`config.mk`:
```
export PLATFORM = sky130hd
export DESIGN_NAME = act_c2_pipe_mux
export DESIGN_NICKNAME = d
export VERILOG_FILES = /design/src/rtl/act_c2_pipe_mux.sv
export SDC_FILE = /design/constraint.sdc
export NUM_CORES = 1
export LEC_CHECK = 0
export ABC_AREA = 1
export ABC_CLOCK_PERIOD_IN_PS = 2700
export CAP_MARGIN = 20
export CORE_MARGIN = 2
export CORE_UTILIZATION = 26
export DETAILED_ROUTE_END_ITERATION = 10
export PLACE_DENSITY_LB_ADDON = 0.15
export SLEW_MARGIN = 25
export SYNTH_ARGS = -nofsm -noshare
export SYNTH_HDL_FRONTEND = slang
export SYNTH_SLANG_ARGS = --single-unit
```
`constraint.sdc`:
```
create_clock -name clk -period 2.7 [get_ports clk]
set_input_delay 0.54 -clock clk [delete_from_list [all_inputs] [get_ports clk]]
set_output_delay 0.54 -clock clk [all_outputs]
set_load 0.01 [all_outputs]
```
`src/rtl/act_c2_pipe_mux.sv`:
```
// rtl/act_c2_pipe_mux.sv - gated-select 4:1 word mux with elastic output pipeline and usage counters
//
// Purpose:
//   Forms two select bits from gate inputs (A0/B0 and A1/B1, AND or OR per
//   S*_MODE), picks one of four WIDTH-bit words, and carries the chosen word
//   plus its select code through a PIPE-stage valid/ready pipeline. A per-input
//   saturating counter records how many accepted transfers used each input.
//
// Ports:
//   clk, rst                 clock, synchronous active-high reset
//   D00, D01, D10, D11       candidate data words, indexed by {s1,s0}
//   A0, B0, A1, B1           select gate inputs
//   in_valid / in_ready      input handshake
//   out, out_sel, out_valid  pipeline tail: word, select code, valid
//   out_ready                downstream accept
//   clr_cnt                  synchronous clear of the usage counters
//   cnt00..cnt11             saturating transfer counts per selected input

module act_c2_pipe_mux #(
    parameter int WIDTH   = 8,
    parameter int PIPE    = 2,
    parameter int S0_MODE = 0,
    parameter int S1_MODE = 1,
    parameter int COUNT_W = 8
) (
    input  logic               clk,
    input  logic               rst,
    input  logic [WIDTH-1:0]   D00,
    input  logic [WIDTH-1:0]   D01,
    input  logic [WIDTH-1:0]   D10,
    input  logic [WIDTH-1:0]   D11,
    input  logic               A0,
    input  logic               B0,
    input  logic               A1,
    input  logic               B1,
    input  logic               in_valid,
    output logic               in_ready,
    output logic [WIDTH-1:0]   out,
    output logic [1:0]         out_sel,
    output logic               out_valid,
    input  logic               out_ready,
    input  logic               clr_cnt,
    output logic [COUNT_W-1:0] cnt00,
    output logic [COUNT_W-1:0] cnt01,
    output logic [COUNT_W-1:0] cnt10,
    output logic [COUNT_W-1:0] cnt11
);

    // ------------------------------------------------------------------
    // Select formation and word mux
    // ------------------------------------------------------------------
    logic             s0;
    logic             s1;
    logic [1:0]       sel_in;
    logic [WIDTH-1:0] word_in;

    assign s0     = (S0_MODE != 0) ? (A0 | B0) : (A0 & B0);
    assign s1     = (S1_MODE != 0) ? (A1 | B1) : (A1 & B1);
    assign sel_in = {s1, s0};

    always_comb begin
        word_in = D00;
        case (sel_in)
            2'b00:   word_in = D00;
            2'b01:   word_in = D01;
            2'b10:   word_in = D10;
            default: word_in = D11;
        endcase
    end

    // ------------------------------------------------------------------
    // Elastic pipeline
    // ------------------------------------------------------------------
    logic [PIPE-1:0]  v_q;
    logic [WIDTH-1:0] data_q [PIPE];
    logic [1:0]       sel_q  [PIPE];

    // Candidate contents for each stage when it loads: stage 0 takes the
    // input, every later stage takes the stage in front of it.
    logic [PIPE-1:0]  v_d;
    logic [WIDTH-1:0] data_d [PIPE];
    logic [1:0]       sel_d  [PIPE];

    logic [PIPE-1:0]  load;
    logic             full_chain;
    logic             in_xfer;

    always_comb begin
        v_d       = '0;
        v_d[0]    = in_valid;
        data_d[0] = word_in;
        sel_d[0]  = sel_in;
        for (int k = 1; k < PIPE; k++) begin
            v_d[k]    = v_q[k-1];
            data_d[k] = data_q[k-1];
            sel_d[k]  = sel_q[k-1];
        end
    end

    // Ready path, tail to head. A stage may load unless it and every stage
    // behind it (towards the tail) are full while the tail is stalled. This
    // is the unrolled form of "empty OR next stage loads", written as a
    // running AND so no signal feeds back on itself.
    always_comb begin
        load       = '0;
        full_chain = ~out_ready;
        for (int k = PIPE - 1; k >= 0; k--) begin
            full_chain = full_chain & v_q[k];
            load[k]    = ~full_chain;
        end
    end

    assign in_ready = load[0];
    assign in_xfer  = in_valid & in_ready;

    // Data/select registers only capture when a valid word moves in, so a
    // bubble passing through leaves the previous payload untouched.
    always_ff @(posedge clk) begin
        if (rst) begin
            v_q <= '0;
            for (int k = 0; k < PIPE; k++) begin
                data_q[k] <= '0;
                sel_q[k]  <= '0;
            end
        end else begin
            for (int k = 0; k < PIPE; k++) begin
                if (load[k]) begin
                    v_q[k] <= v_d[k];
                    if (v_d[k]) begin
                        data_q[k] <= data_d[k];
                        sel_q[k]  <= sel_d[k];
                    end
                end
            end
        end
    end

    assign out       = data_q[PIPE-1];
    assign out_sel   = sel_q[PIPE-1];
    assign out_valid = v_q[PIPE-1];

    // ------------------------------------------------------------------
    // Usage counters
    // ------------------------------------------------------------------
    logic [COUNT_W-1:0] cnt_q [4];

    // clr_cnt wins over a same-cycle increment; counters stick at all-ones.
    always_ff @(posedge clk) begin
        if (rst || clr_cnt) begin
            for (int i = 0; i < 4; i++) begin
                cnt_q[i] <= '0;
            end
        end else if (in_xfer && (cnt_q[sel_in] != {COUNT_W{1'b1}})) begin
            cnt_q[sel_in] <= cnt_q[sel_in] + 1'b1;
        end
    end

    assign cnt00 = cnt_q[0];
    assign cnt01 = cnt_q[1];
    assign cnt10 = cnt_q[2];
    assign cnt11 = cnt_q[3];

endmodule
```
* Yosys cells after proc, flatten, opt, wreduce, memory -nomap -nowiden *
Memory sizes are Yosys's and may differ from the RTL's.
Cells that the tools add are included.
W data, S select, Z words.

cells by class
  add/sub/neg operators = 1
  equality and inequality tests = 3
  multiplexer cells = 23
  bitwise operators = 11
  reductions and logical operators = 4

operator list
  kind                   number
  $mux W8                3
  $pmux W8 S3            1
  $mux W1                16
  $add A8 B1 Y8 const B  1
  $ne A8 B8 Y1 const B   1
  $reduce_or A8 Y1       1
  $mux W2                3
  $or A1 B1 Y1           5
  $and A1 B1 Y1          4
  $eq A2 B1 Y1 const B   1
  $eq A2 B2 Y1 const B   1
  $logic_not A2 Y1       1
  $not A1 Y1             2
  $logic_and A1 B1 Y1    1
  $logic_or A1 B1 Y1     1

word-level totals
  register bits after elaboration = 2
  bits in writable memories = 52
  logic and storage cells = 47
  memories kept = 3

memory list
  name    depth  bits a word  rd ports  clocked after Yosys merged registers in  write ports  line  text
  cnt_q   4      8            5         0                                        4            145   logic [COUNT_W-1:0] cnt_q [4];
  data_q  2      8            2         0                                        2            75    logic [WIDTH-1:0] data_q [PIPE];
  sel_q   2      2            2         0                                        2            76    logic [1:0] sel_q [PIPE];

* Longest topological paths before layout *
  word-level depth = 11
  gate-level depth with buffers = 16

* Worst setup path before layout *
Ideal clock, no wire load.

  path kind = input -> register
  from = input port B1
  to = memory cnt_q[1][0], enable pin
  library setup time = 0.329 ns
  arrival = 2.354 ns
  required time = 2.371 ns
  setup slack = 0.017 ns
  stages = 14
  buffers on the path = 2
  path through = nor2_1 buf_6 buf_4 o21ai_0 nand2_1 inv_1 ha_1 nand3_1 nor2_1 nand3_2 nand3_4 inv_6 nand2_4 nand2_1

RTL lines
  what         line  text
  from (decl)  35    input logic B1,
  to (decl)    145

==> out/qor.txt <==
H-tree depth -> 2
Synth Cell Area -> 2960 um2
CTS clk-pin slew, worst paths -> 70 ps
insertion delay to the later sink of the worst-skew pair -> 300 ps
DIE HEIGHT -> 110.7 um
CTS buffer count -> 5
final setup fails -> 0
hold path endpoint -> v_q[1]
worst r2r src -> cnt_q[1][0]
outcome -> finished clean
internal reg-to-reg setup slack -> 720 ps
reg2reg path depth -> 11
largest net degree at the start of global routing -> 20
Syn. warnings -> 0
initial antenna violation count -> 0
fill count -> 1145
core area -> 10980 um2
vias in the first global route -> 2796
area of the die -> 12260 um2
CP required -> 2760 ps
Hold-fix buffers, CTS -> 0
crit path DAT -> 2600 ps
boundary pin count -> 85
Area growth syn-to-layout -> 49.92%
CTS Sinks -> 54
Gate Count Post-Synth -> 342
Slew Viols, Final -> 0
Avg WL per Cell -> 14.46 um
static leakage power -> 1.916 nW
Die Wd -> 110.7 um
Max Clock Freq -> 393.3 MHz
register area share after synthesis -> 54.10%
Syn Area/Cell -> 8.656 um2
critical path class -> in -> reg
min cycle time layout -> 2543 ps
share of layout cells above drive strength 1 -> 17.48%
Diodes inserted -> 0
nets -> 510
overall global routing resource usage -> 14.97%
Tot Pwr -> 2.161 mW
Period Utilization, post-route -> 94.18%
Critical Path Fanout Max -> 10
Vias/cell -> 4.355
DRT Wirelength -> 8.807 mm
first-pass GRT wire length -> 14.42 mm
Core Util, Final -> 40.41%
Distinct cells, synth -> 31
CTS root buffer -> clkbuf_16
max cap viols -> 0
Longest Clk Path Bufs -> 2
capturing point of the worst reg2reg path -> cnt_q[1][6]
Worst Hold Launch -> v_q[0]
Yosys reg bits -> 54
Hold Crit Class -> reg -> reg
Pre-antenna DRT Iters -> 4
TritonCTS clock tree -> done
relative slew slack -> 69.40%
total grt overflow -> 0
Startpoint Class -> input port
post-DP HPWL -> 6.998 mm
PostCTS Resize Cnt -> 0
IO Port Bufs -> 84
initial core utilization -> 26.95%
endpoint class of the critical path -> register
postcts setup bufs -> 0
syn_nets -> 384
Routed Antenna Nets -> 0
endpoints failing hold -> 0
Vias -> 2652
Iter 0 DRT Violations -> 165
gpl congestion -> 0.8286
DRC Markers -> 0
skew final -> 7.911 ps
Row Count -> 38
Power Density -> 487.0 nW/um2
Max VDD drop -> 343.4 uV
hold path cells -> 2
Slew @ Worst Pin -> 457.9 ps
[cell usage after synthesis]
cell type,number,area (um2)
a21oi_1,2,10.01
a31oi_1,8,50.05
buf_2,2,10.01
buf_4,1,7.510
buf_6,4,45.04
clkbuf_1,3,11.26
clkinv_1,1,3.750
dfxtp_1,2,40.04
edfxtp_1,52,1562
ha_1,1,12.51
inv_1,49,183.9
inv_2,2,7.510
inv_6,1,8.760
nand2_1,80,300.3
nand2_2,7,43.79
nand2_4,4,45.04
nand3_1,23,115.1
nand3_2,1,10.01
nand3_4,1,17.52
nand3b_1,2,15.01
nand3b_2,1,11.26
nor2_1,57,214.0
nor2_2,1,6.260
nor2_4,1,11.26
nor3_2,3,30.03
o21ai_0,23,115.1
o21ai_1,5,25.02
o21ai_2,1,8.760
or2_2,1,6.260
xor2_1,2,17.52
xor2_2,1,16.27
[registers in the layout (all words and copies together) (netlist names)]
name / flops
cnt_q: 32
sel_q: 4
v_q: 2
data_q: 16
[cells in the final DEF, fill, tap and decap left out, types with 2 or more instances in the layout]
cell type and n:
inv_1 49, clkdlybuf4s50_1 84, clkinv_4 2, nand3_2 2, nand3_1 22, a31oi_1 8
xor2_1 2, dfxtp_1 2, nor3_2 3, o21ai_0 23, nand2_1 78, o21ai_1 5
edfxtp_1 52, nor2_2 2, buf_4 42, buf_12 2, nand2_4 4, clkbuf_16 5
nor2_1 56, nand3b_1 2, nand2_2 9, a21oi_1 2
[worst max path at each step]
stage | start | endpoint | slack, ps
4_1_cts | B0 | cnt_q[1][6] | 130
6_report | B0 | cnt_q[1][6] | 160
5_1_grt | B0 | cnt_q[2][6] | -20
3_3_place_gp | A0 | cnt_q[1][6] | -150
2_1_floorplan | B1 | cnt_q[1][0] | 20
3_5_place_dp | A0 | cnt_q[0][6] | -170
[cell type report]
class / instances / area (um2) / share of cell area [%]
sequential: 54 / 1602 / 36.09
timing repair buffer: 129 / 1207 / 27.21
multi-input combinational: 225 / 1094 / 24.64
inverter: 53 / 206.4 / 4.652
tap: 140 / 175.2 / 3.947
clock buffer: 5 / 125.1 / 2.819
clock inverter: 3 / 28.78 / 0.6484
[critical path, stage by stage]
cell and delay [ps]:
clkdlybuf4s50_1 440, nand2_2 160, buf_12 150, nor2_1 40, o21ai_0 170, nand2_1 90
inv_1 80, ha_1 170, nand3_2 90, nor2_2 110, nand2_1 90, xor2_1 250
buf_4 170, nor2_1 40
[where the power goes]
group          total (mW)  switching, mW  internal [mW]
Sequential           1.01         0.0302          0.980
Combinational       0.478          0.241          0.238
Clock               0.673          0.319          0.354
[routing by layer]
layer	track usage, %	up-vias	wire [um]
met1	19.83	1208	4206
met4	4.083	0	126
met2	24.70	81	4040
li1	-	1353	-
met5	0	-	0
met3	3.335	10	433
[cells by family after synthesis]
group	synth area share, %
adders and majority gates	0.4226
buffers and inverters	9.383
AOI/OAI and AO/OA	7.058
DFF	54.10
and+or+nand+nor	27.90
xor gates and xnor gates	1.141
[per-stage QoR]
| step | worst slack, ps | instance area, um2 | instances | TNS [ps] | hold WS (ps) |
|---|---|---|---|---|---|
| after floorplan | 17.12 | 2960 | 342 | 0 | 438.3 |
| after global placement | -145.7 | 4265 | 601 | -5610 | 457.0 |
| after detailed placement | -169.4 | 4265 | 601 | -7856 | 468.6 |
| after CTS | 129.1 | 4419 | 609 | 0 | 479.2 |
| after global routing | -19.94 | 4438 | 609 | -173.1 | 508.0 |
| final | 157.2 | 4438 | 609 | 0 | 473.2 |
Note: power is estimated with default switching activity, not from simulation.
